File: config.mk
export PLATFORM = sky130hd
export DESIGN_NAME = nibble_serial_addsub_flat
export DESIGN_NICKNAME = d
export VERILOG_FILES = /design/src/rtl/nibble_serial_addsub_pkg.sv /design/src/rtl/nibble_serial_addsub_if.sv /design/src/rtl/nibble_addsub_slice.sv /design/src/rtl/nibble_serial_addsub.sv /design/src/flat_wrapper.sv
export SDC_FILE = /design/constraint.sdc
export NUM_CORES = 1
export LEC_CHECK = 0
export CAP_MARGIN = 20
export CORE_MARGIN = 8
export CORE_UTILIZATION = 50
export CTS_CLUSTER_DIAMETER = 80
export CTS_CLUSTER_SIZE = 24
export DETAILED_ROUTE_END_ITERATION = 10
export HOLD_SLACK_MARGIN = 0.02
export PLACE_DENSITY = 0.79
export SLEW_MARGIN = 30
export SYNTH_ARGS = -nofsm -noshare
export SYNTH_HDL_FRONTEND = slang
export SYNTH_SLANG_ARGS = --single-unit
File: constraint.sdc
create_clock -name clk -period 4.2 [get_ports clk]
set_clock_uncertainty 0.2 [all_clocks]
set_input_delay 1.05 -clock clk [delete_from_list [all_inputs] [get_ports clk]]
set_output_delay 1.05 -clock clk [all_outputs]
set_load 0.02 [all_outputs]
File: src/rtl/nibble_serial_addsub_pkg.sv
// Shared types and constants for the nibble-serial add/subtract sequencer.
// Latency: n/a (declarations only).
// Backpressure: n/a (declarations only).
package nibble_serial_addsub_pkg;

    // Width of one arithmetic slice.
    localparam int NIBBLE_W = 4;

    // Operation select encodings on the mode input.
    localparam logic MODE_ADD = 1'b0;
    localparam logic MODE_SUB = 1'b1;

    // Sequencer states.
    typedef enum logic [1:0] {
        ST_IDLE = 2'd0,
        ST_RUN  = 2'd1,
        ST_DONE = 2'd2
    } state_t;

endpackage : nibble_serial_addsub_pkg

File: src/rtl/nibble_serial_addsub_if.sv
// Operand/result handshake bundle between a requester and the add/sub sequencer.
// Latency: none (wires only).
// Backpressure: in_valid/in_ready on the request side, out_valid/out_ready on the result side.
interface nibble_serial_addsub_if
    import nibble_serial_addsub_pkg::*;
#(
    parameter int NIBBLES = 4
);
    localparam int W = NIBBLE_W * NIBBLES;

    // Request side
    logic         in_valid;
    logic         in_ready;
    logic [W-1:0] a;
    logic [W-1:0] b;
    logic         mode;

    // Result side
    logic         out_valid;
    logic         out_ready;
    logic [W-1:0] result;
    logic         carry;
    logic         overflow;

    // Status
    logic         busy;

    // Requester / consumer view
    modport master (
        output in_valid, a, b, mode, out_ready,
        input  in_ready, out_valid, result, carry, overflow, busy
    );

    // Sequencer view
    modport slave (
        input  in_valid, a, b, mode, out_ready,
        output in_ready, out_valid, result, carry, overflow, busy
    );

endinterface : nibble_serial_addsub_if

File: src/rtl/nibble_addsub_slice.sv
// Combinational 4-bit add/subtract slice; subtract inverts b4 and relies on cin=1 from the caller.
// Latency: zero cycles (purely combinational).
// Backpressure: none; outputs follow inputs.
module nibble_addsub_slice
    import nibble_serial_addsub_pkg::*;
(
    input  logic [NIBBLE_W-1:0] a4,
    input  logic [NIBBLE_W-1:0] b4,
    input  logic                mode,
    input  logic                cin,
    output logic [NIBBLE_W-1:0] s4,
    output logic                cout,
    output logic                c_msb_in
);

    logic [NIBBLE_W-1:0] b_x;      // b4, inverted when subtracting
    logic [NIBBLE_W-1:0] low_sum;  // {carry into bit 3, sum bits 2:0}
    logic [1:0]          msb_sum;  // {carry out, sum bit 3}

    assign b_x = b4 ^ {NIBBLE_W{mode == MODE_SUB}};

    // Split at bit 3 so the carry into the MSB is visible for overflow detection.
    assign low_sum = {1'b0, a4[2:0]} + {1'b0, b_x[2:0]} + {{(NIBBLE_W-1){1'b0}}, cin};
    assign msb_sum = {1'b0, a4[3]} + {1'b0, b_x[3]} + {1'b0, low_sum[3]};

    assign s4       = {msb_sum[0], low_sum[2:0]};
    assign cout     = msb_sum[1];
    assign c_msb_in = low_sum[3];

endmodule : nibble_addsub_slice

File: src/rtl/nibble_serial_addsub.sv
// Multi-word add/subtract sequencer driving one 4-bit slice per clock, LS nibble first.
// Latency: accept at edge k, out_valid after edge k+NIBBLES; one op per NIBBLES+2 cycles.
// Backpressure: in_ready only in IDLE; result held in DONE until out_ready. Overflow logic under NIBBLE_SERIAL_ADDSUB_OVF_EN.
module nibble_serial_addsub
    import nibble_serial_addsub_pkg::*;
#(
    parameter int NIBBLES = 4
)(
    input  logic                   clk,
    input  logic                   rst,
    nibble_serial_addsub_if.slave  bus
);

    localparam int             W        = NIBBLE_W * NIBBLES;
    localparam int             IDX_W    = $clog2(NIBBLES);
    localparam logic [IDX_W-1:0] LAST_IDX = IDX_W'(NIBBLES - 1);

    // Architectural state
    state_t            state_q,  state_d;
    logic [W-1:0]      a_q,      a_d;
    logic [W-1:0]      b_q,      b_d;
    logic              mode_q,   mode_d;
    logic [IDX_W-1:0]  idx_q,    idx_d;
    logic              carry_q,  carry_d;
    logic [W-1:0]      result_q, result_d;

    // Time-multiplexed slice datapath
    logic [NIBBLE_W-1:0] a_nib;
    logic [NIBBLE_W-1:0] b_nib;
    logic [NIBBLE_W-1:0] s_nib;
    logic                slice_cout;

`ifdef NIBBLE_SERIAL_ADDSUB_OVF_EN
    logic ovf_q, ovf_d;
    logic msb_cin;
`else
    logic msb_cin_unused;
`endif

    // Select the operand nibbles for the current index.
    always_comb begin
        a_nib = '0;
        b_nib = '0;
        for (int n = 0; n < NIBBLES; n++) begin
            if (idx_q == IDX_W'(n)) begin
                a_nib = a_q[n*NIBBLE_W +: NIBBLE_W];
                b_nib = b_q[n*NIBBLE_W +: NIBBLE_W];
            end
        end
    end

    nibble_addsub_slice u_slice (
        .a4       (a_nib),
        .b4       (b_nib),
        .mode     (mode_q),
        .cin      (carry_q),
        .s4       (s_nib),
        .cout     (slice_cout),
`ifdef NIBBLE_SERIAL_ADDSUB_OVF_EN
        .c_msb_in (msb_cin)
`else
        .c_msb_in (msb_cin_unused)
`endif
    );

    // Next-state logic: capture in IDLE, one nibble per RUN cycle, hold in DONE.
    always_comb begin
        state_d  = state_q;
        a_d      = a_q;
        b_d      = b_q;
        mode_d   = mode_q;
        idx_d    = idx_q;
        carry_d  = carry_q;
        result_d = result_q;
`ifdef NIBBLE_SERIAL_ADDSUB_OVF_EN
        ovf_d    = ovf_q;
`endif

        unique case (state_q)
            ST_IDLE: begin
                if (bus.in_valid) begin
                    a_d      = bus.a;
                    b_d      = bus.b;
                    mode_d   = bus.mode;
                    idx_d    = '0;
                    // Seeding the carry with mode turns A + ~B into A - B.
                    carry_d  = (bus.mode == MODE_SUB);
                    result_d = '0;
`ifdef NIBBLE_SERIAL_ADDSUB_OVF_EN
                    ovf_d    = 1'b0;
`endif
                    state_d  = ST_RUN;
                end
            end

            ST_RUN: begin
                for (int n = 0; n < NIBBLES; n++) begin
                    if (idx_q == IDX_W'(n)) begin
                        result_d[n*NIBBLE_W +: NIBBLE_W] = s_nib;
                    end
                end
                carry_d = slice_cout;
                if (idx_q == LAST_IDX) begin
`ifdef NIBBLE_SERIAL_ADDSUB_OVF_EN
                    // Signed overflow: carries into and out of the top bit disagree.
                    ovf_d = msb_cin ^ slice_cout;
`endif
                    state_d = ST_DONE;
                end else begin
                    idx_d = idx_q + IDX_W'(1);
                end
            end

            ST_DONE: begin
                if (bus.out_ready) begin
                    state_d = ST_IDLE;
                end
            end

            default: begin
                state_d = ST_IDLE;
            end
        endcase
    end

    // State registers with synchronous reset; reset discards any partial result.
    always_ff @(posedge clk) begin
        if (rst) begin
            state_q  <= ST_IDLE;
            a_q      <= '0;
            b_q      <= '0;
            mode_q   <= MODE_ADD;
            idx_q    <= '0;
            carry_q  <= 1'b0;
            result_q <= '0;
`ifdef NIBBLE_SERIAL_ADDSUB_OVF_EN
            ovf_q    <= 1'b0;
`endif
        end else begin
            state_q  <= state_d;
            a_q      <= a_d;
            b_q      <= b_d;
            mode_q   <= mode_d;
            idx_q    <= idx_d;
            carry_q  <= carry_d;
            result_q <= result_d;
`ifdef NIBBLE_SERIAL_ADDSUB_OVF_EN
            ovf_q    <= ovf_d;
`endif
        end
    end

    // Handshake and status outputs decode from state only.
    assign bus.in_ready  = (state_q == ST_IDLE);
    assign bus.out_valid = (state_q == ST_DONE);
    assign bus.busy      = (state_q != ST_IDLE);
    assign bus.result    = result_q;
    assign bus.carry     = carry_q;
`ifdef NIBBLE_SERIAL_ADDSUB_OVF_EN
    assign bus.overflow  = ovf_q;
`else
    assign bus.overflow  = 1'b0;
`endif

endmodule : nibble_serial_addsub
File: src/flat_wrapper.sv
// flat-port wrapper written by rule: the top's interface ports become plain ports
module nibble_serial_addsub_flat import nibble_serial_addsub_pkg::*;
#(
    parameter int NIBBLES = 4
)
  (clk, rst, bus_in_valid, bus_a, bus_b, bus_mode, bus_out_ready, bus_in_ready, bus_out_valid, bus_result, bus_carry, bus_overflow, bus_busy);
  nibble_serial_addsub_if #(.NIBBLES(NIBBLES)) bus_i ();
  input  logic clk;
  input  logic rst;
  input wire logic [$bits(bus_i.in_valid)-1:0] bus_in_valid;
  input wire logic [$bits(bus_i.a)-1:0] bus_a;
  input wire logic [$bits(bus_i.b)-1:0] bus_b;
  input wire logic [$bits(bus_i.mode)-1:0] bus_mode;
  input wire logic [$bits(bus_i.out_ready)-1:0] bus_out_ready;
  output wire logic [$bits(bus_i.in_ready)-1:0] bus_in_ready;
  output wire logic [$bits(bus_i.out_valid)-1:0] bus_out_valid;
  output wire logic [$bits(bus_i.result)-1:0] bus_result;
  output wire logic [$bits(bus_i.carry)-1:0] bus_carry;
  output wire logic [$bits(bus_i.overflow)-1:0] bus_overflow;
  output wire logic [$bits(bus_i.busy)-1:0] bus_busy;
  assign bus_i.in_valid = bus_in_valid;
  assign bus_i.a = bus_a;
  assign bus_i.b = bus_b;
  assign bus_i.mode = bus_mode;
  assign bus_i.out_ready = bus_out_ready;
  assign bus_in_ready = bus_i.in_ready;
  assign bus_out_valid = bus_i.out_valid;
  assign bus_result = bus_i.result;
  assign bus_carry = bus_i.carry;
  assign bus_overflow = bus_i.overflow;
  assign bus_busy = bus_i.busy;
  nibble_serial_addsub #(.NIBBLES(NIBBLES)) u_core (.clk(clk), .rst(rst), .bus(bus_i));
endmodule
# [Word-level counts from Yosys, hierarchy flattened]
# Index checks and enable logic that the tools add are counted.
[op_classes] n_addsub=5 eq_ne=12 n_mux=23 bitwise=1 reduce_logical=12
[op_table] operator="4-bit two-way mux" n=12
[op_table] operator="16-bit one-hot mux with 2 select lines" n=1
[op_table] operator="3-bit AND reduction" n=6
[op_table] operator="16-bit two-way mux" n=1
[op_table] operator="2-bit two-way mux" n=5
[op_table] operator="2-bit by 1-bit inequality test with 1-bit output (second input constant)" n=4
[op_table] operator="2-bit equality test (second input constant)" n=3
[op_table] operator="2-bit inequality test (second input constant)" n=3
[op_table] operator="2-bit one-hot mux with 3 select lines" n=1
[op_table] operator="3-bit by 3-bit adder with 4-bit output" n=1
[op_table] operator="4-bit by 1-bit adder with 4-bit output" n=1
[op_table] operator="2-bit by 1-bit equality test with 1-bit output (second input constant)" n=2
[op_table] operator="2-bit zero test" n=2
[op_table] operator="2-bit one-hot mux with 2 select lines" n=1
[op_table] operator="2-bit AND reduction" n=2
[op_table] operator="2-bit nonzero test" n=2
[op_table] operator="4-bit XOR" n=1
[op_table] operator="1-bit by 1-bit adder with 2-bit output" n=1
[op_table] operator="2-bit by 1-bit adder with 2-bit output" n=1
[op_table] operator="2-bit by 1-bit adder with 2-bit output (second input constant)" n=1
[op_table] operator="1-bit one-hot mux with 2 select lines" n=1
[op_table] operator="1-bit two-way mux" n=1
[word_totals] ff_bits=54 input_bits=37 word_cells=63

# [Logic depth before layout (Yosys ltp)]
[logic_depth] ltp_word=11 ltp_mapped=14

# [Modules after synthesis]
# Synthesis repeated with hierarchy kept, for this count alone.
[hier_totals] hier_cells=309 hier_area_um2=2541.2
[by_module_without_submodules] module="nibble_serial_addsub" n_inst=1 cells_per_inst=296 area_per_inst_um2=2398.6 seq_area_each_um2=1081.0
[by_module_without_submodules] module="nibble_addsub_slice" n_inst=1 cells_per_inst=13 area_per_inst_um2=142.6 seq_area_each_um2=0.0

# [Worst setup path before layout]
# Ideal clock, no wire load.
[synth_path] path_type="register -> register" startpoint="reg u_core.idx_q[0]" endpoint="reg u_core.result_q[11] (netlist: u_core.bus.result[11])" setup_time_ps=70 arrival_ps=3194 required_ps=3930 slack_ps=736 path_stages_with_launch=15 n_path_buf=2 path_cell_list="dfxtp_1 -> inv_1 -> ha_1 -> buf_2 -> clkbuf_1 -> nor3b_1 -> a211oi_1 -> xnor2_1 -> fa_1 -> inv_1 -> a21o_1 -> a21oi_1 -> fa_1 -> or4b_1 -> a21oi_1"
[synth_between] elab_chain_cells=11 word_cells_on_any_way=21 cone_classes="add/sub: 4; eq/ne: 4; mux: 10; bitwise: 1; reduce/logical: 2"
[synth_lines] item="start, declared" line="nibble_serial_addsub.sv:23" source="logic [IDX_W-1:0] idx_q, idx_d;"
[synth_lines] item="start signal, assigned" line="nibble_serial_addsub.sv:144" source="idx_q <= idx_d;"
[synth_lines] item="2-bit zero test" line="nibble_serial_addsub.sv:45" source="if (idx_q == IDX_W'(n)) begin"
[synth_lines] item="4-bit two-way mux (4 in series)" line="nibble_serial_addsub.sv:45"
[synth_lines] item="4-bit XOR" line="nibble_addsub_slice.sv:20" source="assign b_x = b4 ^ {NIBBLE_W{mode == MODE_SUB}};"
[synth_lines] item="3-bit by 3-bit adder with 4-bit output" line="nibble_addsub_slice.sv:23" source="assign low_sum = {1'b0, a4[2:0]} + {1'b0, b_x[2:0]} + {{(NIBBLE_W-1){1'b0}}, cin};"
[synth_lines] item="4-bit by 1-bit adder with 4-bit output" line="nibble_addsub_slice.sv:23"
[synth_lines] item="2-bit by 1-bit adder with 2-bit output" line="nibble_addsub_slice.sv:24" source="assign msb_sum = {1'b0, a4[3]} + {1'b0, b_x[3]} + {1'b0, low_sum[3]};"
[synth_lines] item="4-bit two-way mux" line="nibble_serial_addsub.sv:98" source="if (idx_q == IDX_W'(n)) begin"
[synth_lines] item="16-bit one-hot mux with 2 select lines" line="nibble_serial_addsub.sv:79" source="unique case (state_q)"
[synth_lines] item="end signal, assigned" line="nibble_serial_addsub.sv:146" source="result_q <= result_d;"
[synth_lines] item="end, declared" line="nibble_serial_addsub.sv:25" source="logic [W-1:0] result_q, result_d;"
# Several ways; a longest one is shown, not always the timed one. The select of a mux whose other input is x is not followed.
# A chain may end at the register's enable or synchronous reset.

# [Worst setup path in the final report]
[layout_path] startpoint="reg u_core.idx_q[0]" endpoint="reg u_core.result_q[3] (netlist: u_core.bus.result[3])"
[layout_between] elab_chain_cells=11 word_cells_on_any_way=21 cone_classes="add/sub: 4; eq/ne: 4; mux: 10; bitwise: 1; reduce/logical: 2"
[layout_lines] item="2-bit zero test" line="nibble_serial_addsub.sv:45, nibble_serial_addsub.sv:98"
[layout_lines] item="4-bit two-way mux (4 in series)" line="nibble_serial_addsub.sv:45"
[layout_lines] item="4-bit XOR" line="nibble_addsub_slice.sv:20"
[layout_lines] item="3-bit by 3-bit adder with 4-bit output" line="nibble_addsub_slice.sv:23"
[layout_lines] item="4-bit by 1-bit adder with 4-bit output" line="nibble_addsub_slice.sv:23"
[layout_lines] item="2-bit by 1-bit adder with 2-bit output" line="nibble_addsub_slice.sv:24"
[layout_lines] item="4-bit two-way mux" line="nibble_serial_addsub.sv:98"
[layout_lines] item="16-bit one-hot mux with 2 select lines" line="nibble_serial_addsub.sv:79"
# Several ways; a longest one is shown, not always the timed one. The select of a mux whose other input is x is not followed.

==> run metrics <==
first-pass iteration count of the detailed router=4; Die X-Extent=88.91 um; max layer used=met4; number of synthesized flops with an enable pin=0; IO Count=58; Global Route Usage Sum=0.1524; metal3 WL=334 um; Hold Violations, Final=0; most numerous cell in the Yosys netlist=nand2_1; Synth Area per Inst=8.279 um^2; crit path cell chain=inv_1 -> ha_1 -> a211oi_1 -> a211oi_1 -> xnor2_1 -> fa_1 -> inv_1 -> a21o_1 -> a21oi_1 -> fa_1 -> or4b_1 -> a21oi_1; Post-Syn Instances=321; Initial Utilization=0.5203; Gate power share=0.210; Tmin final=3.688 ns; top post-synthesis cells by area=dfxtp_1, a21oi_1, nand2_1; Setup Crit Path Kind=reg -> reg; Sink Count=54; setup tns final=0 ns; total grt overflow=0; reg2reg setup slack=0.51 ns; Sw Share=0.2798; Critical R2R Capture=u_core.bus.result[3]$_SDFFE_PP0P_; Yosys top cell area share=0.4068; drc violations=0; CTS Hold Bufs=0; largest net degree at the start of global routing=55; sequential share of power=0.517; Antenna diodes=0; Worst Hold End=u_core.a_q[9]$_SDFFE_PP0P_; status=completed; Clock Path Buffers=2; Post-CTS Setup Bufs=0; hpwl dp=4271 um; unrepaired setup endpoints after global routing=no; Pint=0.0007838 W; max cap viols=0; die area=7904 um^2; initial antenna violation count=0; Tcrit/Tclk final=0.8780; vias in the first global route=2146; Clock Tree Root=clkbuf_8; Critical Path Start Type=flip-flop; Avg Vias per Cell=5.256; r2r startpoint=u_core.idx_q[0]$_SDFFE_PP0P_; Worst Min Path Start=u_core.a_q[9]$_SDFFE_PP0P_; worst skew pair latency=0.31 ns; layout cells sized above 1=0.04722; Synth Register Bits=54; wirelength, routed=5894 um; WL/cell=13.71 um; Seq/Total Area, Yosys=0.4068; Routed Antenna Nets=0; Max Freq=271.2 MHz; Primary FF master, synth=dfxtp_1; Worst path slowest cell=ha_1; Hold Crit Depth=2; core area=5107 um^2; Psw=0.0003046 W; Slew @ Worst Pin=0.9645 ns; Mapped Area=2658 um^2; Max VDD drop=0.1905 mV; CTS tree=yes; CP Data Arrival Time=3.72 ns; Area growth syn-to-layout=22.41%; die height=88.91 um; Clock power frac=0.273; Register-to-Register Path Depth=12; Cell Pwr Density=334.6 nW/um^2; Worst-path clk slew=0.10 ns; post-synthesis cell type count=35; Num CTS Buffers=5; htree depth=2; Placed Cells=422; asr flop ratio synth=0; buffers added on ports=56; Met1 Wirelength=2822 um; Ys Warns=0; Post-synth top cells=nand2_1, a21oi_1, dfxtp_1; HP Class=reg -> reg; Mapped Nets=367; Rel. slew slack=0.3570; Max Transition Viols Final=0; Placer Congestion=0.8250; post-CTS sizing=0; Rows=26; cell taking the most area after synthesis=dfxtp_1; NumNets Final=405; first-pass GRT wire length=9763 um; CP required=4.24 ns; # setup viols final=0; Setup crit end kind=flip-flop; DR vias=2260; Leakage=1.157 nW; met2 wire length=2667 um; Starting DRT DRC Count=78; Finished Layout Cells=430; crit-path max FO=18; Worst path max stage delay=0.53 ns
registers in the layout, summed over array words and instances (netlist names):
register and count:
u_core.b_q 16, u_core.mode_q 1, u_core.bus.result 16, u_core.state_q 2, u_core.bus.carry 1, u_core.idx_q 2
u_core.a_q 16
final cells by class:
type	instances	area, um^2
clock inverter	1	5.005
fill	480	1854
multi-input combinational	228	1370
sequential	54	1081
clock buffer	7	86.33
inverter	10	37.54
tap	70	87.58
timing repair buffer	60	585.6
critical path, delay by kind of cell (launching register included):
| kind | cells | cell delay, ns |
|---|---|---|
| flip-flops | 1 | 0.35 |
| XOR/XNOR | 1 | 0.13 |
| buffers and inverters | 2 | 0.19 |
| AND/OR/NAND/NOR | 1 | 0.51 |
| AO/OA/AOI/OAI | 5 | 0.72 |
| adder cells (fa/ha/maj) | 3 | 1.50 |
through the flow:
| step | setup WS (ns) | area, um^2 | hold slack (ns) | utilization | power (W) |
|---|---|---|---|---|---|
| 3_5_place_dp | 0.5229 | 3162 | 0.2491 | 0.6191 | 0.0008043 |
| 5_1_grt | 0.2283 | 3253 | 0.2812 | 0.6369 | 0.001141 |
| 3_3_place_gp | 0.6475 | 3162 | 0.2453 | 0.6191 | 0.0007993 |
| 2_1_floorplan | 0.7357 | 2658 | 0.2363 | - | 0.0007248 |
| 4_1_cts | 0.5156 | 3253 | 0.2611 | 0.6369 | 0.001091 |
| 6_report | 0.5125 | 3253 | 0.2601 | 0.6369 | 0.001088 |
power by group through the flow:
stage	clock (W)	sequential, W	combinational (W)
2_1_floorplan	0	0.000575	0.000150
3_3_place_gp	0	0.000574	0.000225
3_5_place_dp	0	0.000575	0.000230
4_1_cts	0.000298	0.000563	0.000230
5_1_grt	0.000321	0.000567	0.000254
6_report	0.000297	0.000563	0.000229
cells by family (layout without fill, tap and decap cells):
| group | Yosys count | after routing | synth area share |
|---|---|---|---|
| AND/OR/NAND/NOR | 109 | 109 | 0.2203 |
| AO/OA/AOI/OAI | 98 | 98 | 0.2025 |
| flip-flops | 54 | 54 | 0.4068 |
| buffers and inverters | 39 | 78 | 0.07768 |
| adder cells (fa/ha/maj) | 9 | 9 | 0.05085 |
| XOR/XNOR | 6 | 6 | 0.01977 |
| multiplexers | 5 | 5 | 0.02071 |
| other | 1 | 1 | 0.001411 |
routing by layer:
layer / track usage / vias to the layer above
li1: - / 1175
met3: 0.03860 / 9
met5: 0 / -
met2: 0.2338 / 53
met4: 0.05069 / 0
met1: 0.2018 / 1023
cells in the final DEF, fill, tap and decap left out, drive strengths merged, types with 5 or more instances in the layout:
cell type / count
a211oi: 8
a21oi: 62
buf: 5
clkbuf: 7
clkdlybuf4s50: 55
dfxtp: 54
ha: 6
inv: 10
nand2: 70
nand3b: 5
nor2b: 6
nor3b: 5
o21ai: 20
or4b: 12
how the worst max path moves through the flow:
stage	startpoint	to	slack, ns	depth (start not counted)
after floorplan	u_core.idx_q[0]$_SDFFE_PP0P_	u_core.bus.result[11]$_SDFFE_PP0P_	0.74	14
after global placement	u_core.idx_q[0]$_SDFFE_PP0P_	u_core.bus.result[3]$_SDFFE_PP0P_	0.65	12
after detailed placement	u_core.idx_q[0]$_SDFFE_PP0P_	u_core.bus.result[3]$_SDFFE_PP0P_	0.52	12
after CTS	u_core.idx_q[0]$_SDFFE_PP0P_	u_core.bus.result[3]$_SDFFE_PP0P_	0.52	12
after global routing	u_core.idx_q[1]$_SDFFE_PP0P_	u_core.bus.result[7]$_SDFFE_PP0P_	0.23	12
final	u_core.idx_q[0]$_SDFFE_PP0P_	u_core.bus.result[3]$_SDFFE_PP0P_	0.51	12
Power figures use the tool's default switching activity.
